File: config.mk
export PLATFORM = sky130hd
export DESIGN_NAME = dct_dispatcher
export DESIGN_NICKNAME = d
export VERILOG_FILES = /design/src/rtl/dct_dispatcher.sv
export SDC_FILE = /design/constraint.sdc
export NUM_CORES = 1
export LEC_CHECK = 0
export CELL_PAD_IN_SITES_DETAIL_PLACEMENT = 0
export CELL_PAD_IN_SITES_GLOBAL_PLACEMENT = 1
export CORE_MARGIN = 3
export CORE_UTILIZATION = 32
export CTS_CLUSTER_SIZE = 12
export DETAILED_ROUTE_END_ITERATION = 7
export HOLD_SLACK_MARGIN = 0.06
export PLACE_DENSITY = 0.77
export SYNTH_ARGS = -nofsm -noshare
export SYNTH_HDL_FRONTEND = slang
export SYNTH_SLANG_ARGS = --single-unit
File: constraint.sdc
create_clock -name clock -period 2 [get_ports clock]
set_input_delay 0.6 -clock clock [delete_from_list [all_inputs] [get_ports clock]]
set_output_delay 0.6 -clock clock [all_outputs]
set_load 0.1 [all_outputs]
File: src/rtl/dct_dispatcher.sv
// DCT scheduling controller: detects ingester bank swaps and walks every MCU group/round
// of the completed bank across the engine pool. Optional macro: DCT_DISPATCH_RECOVER_EN.

module dct_dispatch_lane #(
  parameter int NUM_BLOCKS  = 5,
  parameter int NUM_ENGINES = 5,
  parameter int LANE        = 0,
  parameter int RND_W       = 1,
  parameter int BLK_W       = 1
) (
  input  logic [RND_W-1:0] round,
  output logic             valid,
  output logic [BLK_W-1:0] sel
);
  logic [31:0] idx;

  assign idx   = 32'(round) * 32'(NUM_ENGINES) + 32'(LANE);
  assign valid = idx < 32'(NUM_BLOCKS);
  assign sel   = valid ? idx[BLK_W-1:0] : '0;
endmodule

module dct_dispatcher #(
  parameter int NUM_BLOCKS   = 5,
  parameter int NUM_ENGINES  = 5,
  parameter int MCU_GROUPS   = 8,
  parameter int RESET_CYCLES = 3,
  localparam int ROUNDS = (NUM_BLOCKS + NUM_ENGINES - 1) / NUM_ENGINES,
  localparam int BLK_W  = (NUM_BLOCKS > 1) ? $clog2(NUM_BLOCKS) : 1,
  localparam int RND_W  = (ROUNDS > 1) ? $clog2(ROUNDS) : 1,
  localparam int GRP_W  = (MCU_GROUPS > 1) ? $clog2(MCU_GROUPS) : 1,
  localparam int HC_W   = (RESET_CYCLES > 1) ? $clog2(RESET_CYCLES) : 1,
  localparam int ADDR_W = $clog2(MCU_GROUPS) + 6
) (
  input  logic                         clock,
  input  logic                         nreset,
  input  logic                         frontbuffer_select,
  input  logic [NUM_ENGINES-1:0]       engines_finished,
  output logic                         engine_run,
  output logic                         read_bank,
  output logic [RND_W-1:0]             round,
  output logic [NUM_ENGINES*BLK_W-1:0] engine_block_sel,
  output logic [NUM_ENGINES-1:0]       engine_valid,
  output logic [ADDR_W-1:0]            fetch_base,
  output logic [1:0]                   result_bank,
  output logic                         frame_done,
  output logic                         overrun,
  output logic                         busy
);
  typedef enum logic [1:0] {IDLE, HOLD, ACTIVE, ERR} state_t;

  state_t                              state, state_nxt;
  logic                                s0, s1, swap;
  logic [GRP_W-1:0]                    group, group_nxt;
  logic [RND_W-1:0]                    round_nxt;
  logic [HC_W-1:0]                     hold_cnt, hold_cnt_nxt;
  logic [NUM_ENGINES-1:0]              done_latch, done_latch_nxt;
  logic [1:0]                          result_bank_nxt;
  logic                                read_bank_nxt, frame_done_nxt, overrun_nxt;
  logic                                pass_done, last_round, last_group, ovr;
  logic [NUM_ENGINES-1:0][BLK_W-1:0]   sel_lane;

  // per-engine block mapping decoded from the registered round only
  for (genvar e = 0; e < NUM_ENGINES; e++) begin : g_lane
    dct_dispatch_lane #(
      .NUM_BLOCKS(NUM_BLOCKS), .NUM_ENGINES(NUM_ENGINES), .LANE(e),
      .RND_W(RND_W), .BLK_W(BLK_W)
    ) u_lane (
      .round(round), .valid(engine_valid[e]), .sel(sel_lane[e])
    );
  end

  assign engine_block_sel = sel_lane;
  assign fetch_base       = ADDR_W'(group) << 6;
  assign engine_run       = (state == ACTIVE);
  assign busy             = (state != IDLE);

  assign swap       = (s0 != s1);
  assign last_round = (round == RND_W'(ROUNDS - 1));
  assign last_group = (group == GRP_W'(MCU_GROUPS - 1));
  // invalid lanes count as done so a partial last round can complete
  assign pass_done  = &(done_latch | engines_finished | ~engine_valid);
  assign ovr        = swap && (state == HOLD || state == ACTIVE);

  always_ff @(posedge clock) begin
    if (nreset) begin
      state       <= IDLE;
      s0          <= 1'b0;
      s1          <= 1'b0;
      read_bank   <= 1'b0;
      round       <= '0;
      group       <= '0;
      hold_cnt    <= '0;
      done_latch  <= '0;
      result_bank <= '0;
      frame_done  <= 1'b0;
      overrun     <= 1'b0;
    end else begin
      state       <= state_nxt;
      s0          <= frontbuffer_select;
      s1          <= s0;
      read_bank   <= read_bank_nxt;
      round       <= round_nxt;
      group       <= group_nxt;
      hold_cnt    <= hold_cnt_nxt;
      done_latch  <= done_latch_nxt;
      result_bank <= result_bank_nxt;
      frame_done  <= frame_done_nxt;
      overrun     <= overrun_nxt;
    end
  end

  always_comb begin
    state_nxt       = state;
    read_bank_nxt   = read_bank;
    round_nxt       = round;
    group_nxt       = group;
    hold_cnt_nxt    = hold_cnt;
    done_latch_nxt  = done_latch;
    result_bank_nxt = result_bank;
    frame_done_nxt  = 1'b0;
    overrun_nxt     = overrun;

    case (state)
      IDLE: begin
        round_nxt = '0;
        group_nxt = '0;
        if (swap) begin
          read_bank_nxt  = s1;
          hold_cnt_nxt   = '0;
          done_latch_nxt = '0;
          state_nxt      = HOLD;
        end
      end
      HOLD: begin
        if (!ovr) begin
          done_latch_nxt = '0;
          if (hold_cnt == HC_W'(RESET_CYCLES - 1)) state_nxt = ACTIVE;
          else hold_cnt_nxt = hold_cnt + 1'b1;
        end
      end
      ACTIVE: begin
        if (!ovr) begin
          if (pass_done) begin
            result_bank_nxt = result_bank + 2'd1;
            hold_cnt_nxt    = '0;
            done_latch_nxt  = '0;
            if (!last_round) begin
              round_nxt = round + 1'b1;
              state_nxt = HOLD;
            end else if (!last_group) begin
              round_nxt = '0;
              group_nxt = group + 1'b1;
              state_nxt = HOLD;
            end else begin
              round_nxt      = '0;
              group_nxt      = '0;
              frame_done_nxt = 1'b1;
              state_nxt      = IDLE;
            end
          end else begin
            done_latch_nxt = done_latch | (engines_finished & engine_valid);
          end
        end
      end
      default: ;
    endcase

    // a swap mid-dispatch wins over any same-cycle pass completion
    if (ovr) begin
      overrun_nxt = 1'b1;
`ifdef DCT_DISPATCH_RECOVER_EN
      read_bank_nxt  = s1;
      group_nxt      = '0;
      round_nxt      = '0;
      hold_cnt_nxt   = '0;
      done_latch_nxt = '0;
      state_nxt      = HOLD;
`else
      state_nxt      = ERR;
`endif
    end
  end
endmodule

==> metrics, run 1 <==
Util after Layout=0.4526; Final Max Tran Viols=0; Setup Crit Path Kind=flop to primary output; hold path start=read_bank; CTS clk-pin slew, worst paths=0.08 ns; Commonest cells post-synth=27 x buf_4, 19 x dfxtp_1, 11 x nor2_1, 7 x a21oi_1, 7 x ha_1; Peak Freq=530.5 MHz; Cell Chain, Critical Path=inv_1, ha_4, clkinvlp_4, buf_12; die height=67.71 µm; P&R area growth vs syn=29.77%; IO Count=45; Yosys top cell area share=0.3121; Setup Viol. Count Final=0; fin nets=roughly 170; Die X=67.71 µm; Final Hold Vio Count=0; top cells by area, synth=dfxtp_1 31%, buf_4 17%, ha_1 7.2%; Routed Antenna Nets=0; Critical Path Source Type=flop; vias=928; Synth Instances=around 130; post-synthesis compound-gate area fraction=0.1417; number of DRC markers in iteration 0=39; die area=roughly 4600 µm²; largest net degree at the start of global routing=12; minimum clock period=1.885 ns; FP Rows=21; DRT Wirelength=2514 µm; ys flop type=dfxtp_1; Post-Synth XOR/XNOR Area=0.02053; Initial Utilization=0.3487; clock sink count=19; Avg Cell Area, Syn=9.095 µm²; Placeable Area=3495 µm²; Yosys warning total=0; first-pass GRT wire length=roughly 4200 µm; CTS Buf Count=3; initial antenna violation count=0; ys async rst share=0; critical path endpoint category=primary output; CP startpoint=state[0]; period utilization=0.9426; gr busiest metal=met2; Simple-Gate Fraction of Synth Area=0.2012; number of synthesized flops with an enable pin=0; H-Tree Depth=1; HP Class=flop to flop; post-synthesis mux area share=0.04620; Post-Syn Area=between 1000 and 1500 µm²; reg2reg start=state[1]; WP data required=1.40 ns; M2 GR Usage=0.2151; CTS tree=built; Adder-Cell Fraction of Synth Area=0.07187; DR pass1 iterations=5; later-pin clock latency in the skew report=0.26 ns; DRC=0; Yosys top cell by area=dfxtp_1; PD cells=1297 nW/µm²; Max stage delay on crit path=0.34 ns; Max IR drop VDD=0.5652 mV; Pleak=between 0.6 and 0.7 nW; clk root buf=clkbuf_8; top-count cell post-synth=buf_4; vias per cell=~4.6; GRT Residual Overflow=0; critical-path maximum fanout=4; total track usage=0.1193; global-route met3 utilization=0.009983; DP HPWL=1960 µm; DR WL/cell=around 12 µm; post-synth cell types=38; CP arrival=approximately 1.3 ns; Max Cap Viol=0; CTS max path bufs=2; vias in the first global route=910; RSZ-0062 raised after global routing=false; Yosys reg bits=19; diodes inserted=0; critical path's slowest cell=dfxtp_1; layout cells sized above 1=0.2756; Routability Congestion=0.7801; largest family of logic cells by synthesized area=simple AND/OR/NAND/NOR gates; Setup Skew=0.007189 ns; Hold Slack=~0.52 ns; M1 GR Usage=0.1387; PortBufs=17; sequential element share of the synthesized area=0.3121; status=complete, no violations
report_power, final:
| part | switching (W) | total [W] | internal, W |
|---|---|---|---|
| combinational | 0.000845 | 0.00128 | 0.000435 |
| clock | 0.000131 | 0.000269 | 0.000139 |
| sequential | 0.0000584 | 0.000503 | 0.000444 |
| total | 0.00103 | 0.00205 | 0.00102 |
worst paths after layout:
kind,to,slack (ns),cells after the start
worst max-delay path,busy,0.11,4
worst min-delay path,read_bank,0.52,2
worst max register to register,state[0],0.17,6
worst min register to register,read_bank,0.52,2
stage by stage:
stage / total power, W / area (µm²) / setup slack [ns] / setup TNS [ns] / instances
after floorplan: 0.001525 / 1329 / 0.03632 / 0 / 159
after global placement: 0.001692 / 1484 / -0.3232 / -2.154 / 198
after detailed placement: 0.001721 / 1484 / -0.3804 / -3.174 / 198
after CTS: 0.002009 / 1555 / 0.002446 / 0 / 202
after global routing: 0.002172 / 1582 / 0.02540 / 0 / 202
final: 0.002052 / 1582 / 0.1148 / 0 / 202
registers in the layout (all words and copies together), names as in the netlist:
name and flops:
result_bank 2, group 3, s1 1, overrun 1, hold_cnt 2, frame_done 1, state 2, read_bank 1
done_latch 5, s0 1
layout make-up:
| type | instances | area, µm² |
|---|---|---|
| clock buffers | 3 | 41.29 |
| clock inverters | 1 | 5.005 |
| fillers | 320 | 1913 |
| inverters | 5 | 22.52 |
| multi-input cells | 104 | 754.5 |
| flip-flops and latches | 19 | 380.4 |
| well taps | 46 | 57.56 |
| repair buffers | 24 | 320.3 |
kinds of logic (layout without fill, tap and decap cells):
group	after synthesis	after routing
AO/OA/AOI/OAI	23	23
XOR/XNOR	2	2
adder cells (fa/ha/maj)	7	7
buffers and inverters	36	33
flip-flops	19	19
multiplexers	5	5
other	2	27
AND/OR/NAND/NOR	40	40
timing repair:
action,in CTS,in global routing
resized for setup,10,5
setup endpoints to repair,7,7
setup buffers,0,0
cloned,0,0
hold buffers,0,0
pin swaps,3,3
layer usage:
metal  wire (µm)  part of all wire
met5           0                 0
met1        1038              0.41
met3         106             0.042
met4          56             0.022
met2        1313              0.52
layout by cell type, fill, tap and decap left out, types with 2 or more instances in the layout:
master	instances
dlygate4sd2_1	4
mux2i_1	3
or3b_2	2
o21ai_0	3
mux2_4	2
nor2b_1	4
conb_1	27
and2_1	2
nor2_1	11
nand2b_1	3
clkdlybuf4s50_1	2
o22ai_2	2
a221oi_1	2
ha_1	5
buf_4	7
nor3_2	4
dfxtp_1	19
buf_12	10
nand2_1	4
nor3b_1	2
a21oi_1	6
a211oi_1	3
a32o_1	2
ha_4	2
inv_1	4
clkbuf_8	3
worst max-delay path: cells and delay by family (launching register included):
kind,cells,cell delay [ns]
adder cells (fa/ha/maj),1,0.21
buffers and inverters,3,0.46
flip-flops,1,0.34
Note: power is estimated with default switching activity, not from simulation.
==> run 2: changes to the inputs <==
--- a/config.mk
+++ b/config.mk
@@ -13,6 +13,7 @@
 export DETAILED_ROUTE_END_ITERATION = 7
 export HOLD_SLACK_MARGIN = 0.06
 export PLACE_DENSITY = 0.77
+export SLEW_MARGIN = 20
 export SYNTH_ARGS = -nofsm -noshare
 export SYNTH_HDL_FRONTEND = slang
 export SYNTH_SLANG_ARGS = --single-unit
==> results of run 2 <==
The final DEF is identical to that of run 1; final timing and power are the same.
==> run 3: changes to the inputs <==
--- a/config.mk
+++ b/config.mk
@@ -5,6 +5,7 @@
 export SDC_FILE = /design/constraint.sdc
 export NUM_CORES = 1
 export LEC_CHECK = 0
+export ABC_AREA = 0
 export CELL_PAD_IN_SITES_DETAIL_PLACEMENT = 0
 export CELL_PAD_IN_SITES_GLOBAL_PLACEMENT = 1
 export CORE_MARGIN = 3
@@ -13,6 +14,7 @@
 export DETAILED_ROUTE_END_ITERATION = 7
 export HOLD_SLACK_MARGIN = 0.06
 export PLACE_DENSITY = 0.77
+export REMOVE_ABC_BUFFERS = 1
 export SLEW_MARGIN = 20
 export SYNTH_ARGS = -nofsm -noshare
 export SYNTH_HDL_FRONTEND = slang
==> run 3 against run 2 <==
  * Power is 2.6% lower
  * First-iteration DRC count is 36% lower
  * Largest cell class unchanged
  * Fmax is 2.9% lower
  * Critical path depth is 1 higher
  * Global-route usage is 0.60 points lower
  * Non-clock buffer count is 5 higher
  * Final area is 0.32% higher
  * Setup slack worse by 0.057 ns
  * Critical path type is now primary input to flop
==> metrics, run 3 (synthesized netlist as in run 1, its figures left out) <==
status=complete, no violations; fin nets=177 (+2.9%); Critical Path Source Type=primary input; Setup Crit Path Kind=primary input to flop; P&R area growth vs syn=30.18%; Pleak=0.6812 nW (+5.1%); Post-CTS Hold Buffers=0 (unchanged); IO Count=45 (unchanged); first-pass GRT wire length=3836 µm (-7.8%); critical-path maximum fanout=3 (-1); CTS tree=built; die height=67.71 µm (unchanged); vias in the first global route=853 (-6.3%); minimum clock period=1.942 ns (+0.05706 ns); commonest non-fill, non-tap cell in the layout=conb_1; later-pin clock latency in the skew report=0.26 ns (about the same); vias per cell=4.488 (-2.3%); WP data required=2.20 ns (+0.80 ns); Placeable Area=3495 µm² (unchanged); DR WL/cell=11.71 µm (-5.9%); Routability Congestion=0.8486 (+8.8%); FP Rows=21 (unchanged); layout cells sized above 1=0.2733 (-0.002349); DR pass1 iterations=4 (-1); Die X=67.71 µm (unchanged); critical path endpoint category=flop; CTS Buf Count=3 (unchanged); H-Tree Depth=1 (unchanged); diodes inserted=0 (unchanged); die area=4585 µm² (unchanged); initial antenna violation count=0 (unchanged); DRC=0 (unchanged); PD cells=1259 nW/µm² (-2.9%); clk root buf=clkbuf_8; max FFs per register=5 (unchanged); clock sink count=19 (unchanged); largest net degree at the start of global routing=12 (unchanged); RSZ-0062 raised after global routing=false; CP arrival=2.15 ns (+0.86 ns); largest register by flop count=done_latch; CTS clk-pin slew, worst paths=0.08 ns (about the same); Initial Utilization=0.3487 (unchanged); GRT Residual Overflow=0 (unchanged); Final Hold Vio Count=0 (unchanged); number of DRC markers in iteration 0=25 (-36%); PortBufs=17 (unchanged); DRT Wirelength=2425 µm (-3.5%); Final Max Tran Viols=0 (unchanged); DP HPWL=1966 µm (+0.31%); Max Cap Viol=0 (unchanged); Post-CTS Setup Inserts=0 (unchanged); commonest cells after routing, fill and taps aside=27 x conb_1, 19 x dfxtp_1, 12 x buf_4, 11 x nor2_1, 10 x buf_12; vias=929 (+0.11%); period utilization=0.9711 (+0.02853); placed standard-cell area=1505 µm² (+1.4%); Setup Viol. Count Final=0 (unchanged); Post-Layout Inst Area=1587 µm² (+0.32%); biggest regs=done_latch: 5 flops, group: 3 flops; Routed Antenna Nets=0 (unchanged); final worst slack=0.05777 ns (-0.05706 ns); CTS max path bufs=2 (unchanged); Max IR drop VDD=0.3883 mV (-31%); HP Class=flop to flop; total track usage=0.1133 (-0.006016); Setup Skew=0.009783 ns (+0.002594 ns); Peak Freq=514.9 MHz (-2.9%); Setup WS pre-CTS=-0.3096 ns (+0.07084 ns)
## run 3: changes by cell type in the layout (fill, tap and decap cells not counted)
cell	previous run	this run
buf_4	7	12
dlygate4sd2_1	4	2
ha_1	5	7
ha_4	2	0
a211oi_1	3	4
a211oi_2	1	0
clkdlybuf4s50_1	2	3
clkinvlp_4	1	0
dlymetal6s2s_1	1	2
inv_2	0	1
mux2_1	0	1
mux2_4	2	1
## run 3: area by class of cell
cell class | instances | area [µm²]
multi-input cells | 104 | 720.7
flip-flops and latches | 19 | 380.4
fillers | 340 | 1908
inverters | 5 | 18.77
clock buffers | 3 | 41.29
clock inverters | 1 | 5.005
repair buffers | 29 | 362.8
well taps | 46 | 57.56
## run 3: final timing paths
check / startpoint / end / slack, ns / cells after the start
max: engines_finished[4] / result_bank[1] / 0.06 / 5
min: overrun / overrun / 0.53 / 2
max reg2reg: state[0] / state[0] / 0.20 / 7
min reg2reg: overrun / overrun / 0.53 / 2
## run 3: timing repair
item | 4_1_cts | 5_1_grt
setup endpoints to repair | 4 | 6
pin swaps | 1 | 3
resized for setup | 3 | 8
## run 3: per-stage QoR
| step | cells | setup TNS, ns | power [W] | hold slack, ns | utilization |
|---|---|---|---|---|---|
| after detailed placement | 203 | -2.631 | 0.001728 | 0.4912 | 0.4307 |
| after global routing | 207 | 0 | 0.002113 | 0.5603 | 0.4540 |
| final | 207 | 0 | 0.001998 | 0.5252 | 0.4540 |
| after floorplan | 128 | -3.265 | 0.001407 | 0.4679 | - |
| after global placement | 203 | -2.319 | 0.001687 | 0.4804 | 0.4307 |
| after CTS | 207 | 0 | 0.002009 | 0.5128 | 0.4450 |
## run 3: routing by layer
layer / track usage / up-vias / part of all wire
li1: - / 462 / -
met1: 0.1233 / 433 / 0.41
met2: 0.2005 / 32 / 0.51
met3: 0.03161 / 2 / 0.062
met4: 0.05316 / 0 / 0.015
met5: 0 / - / 0
## run 3: report_power, final
group	internal, W	switching (W)	leakage [nW]
clock	0.000139	0.000132	0.0255
sequential	0.000444	0.0000535	0.155
combinational	0.000414	0.000816	0.501
total	0.000997	0.00100	0.681
## run 3: critical path: stages
cell	delay [ns]
clkdlybuf4s50_1	0.48
nor2_1	0.05
or4b_4	0.51
or3_4	0.38
a21oi_2	0.12
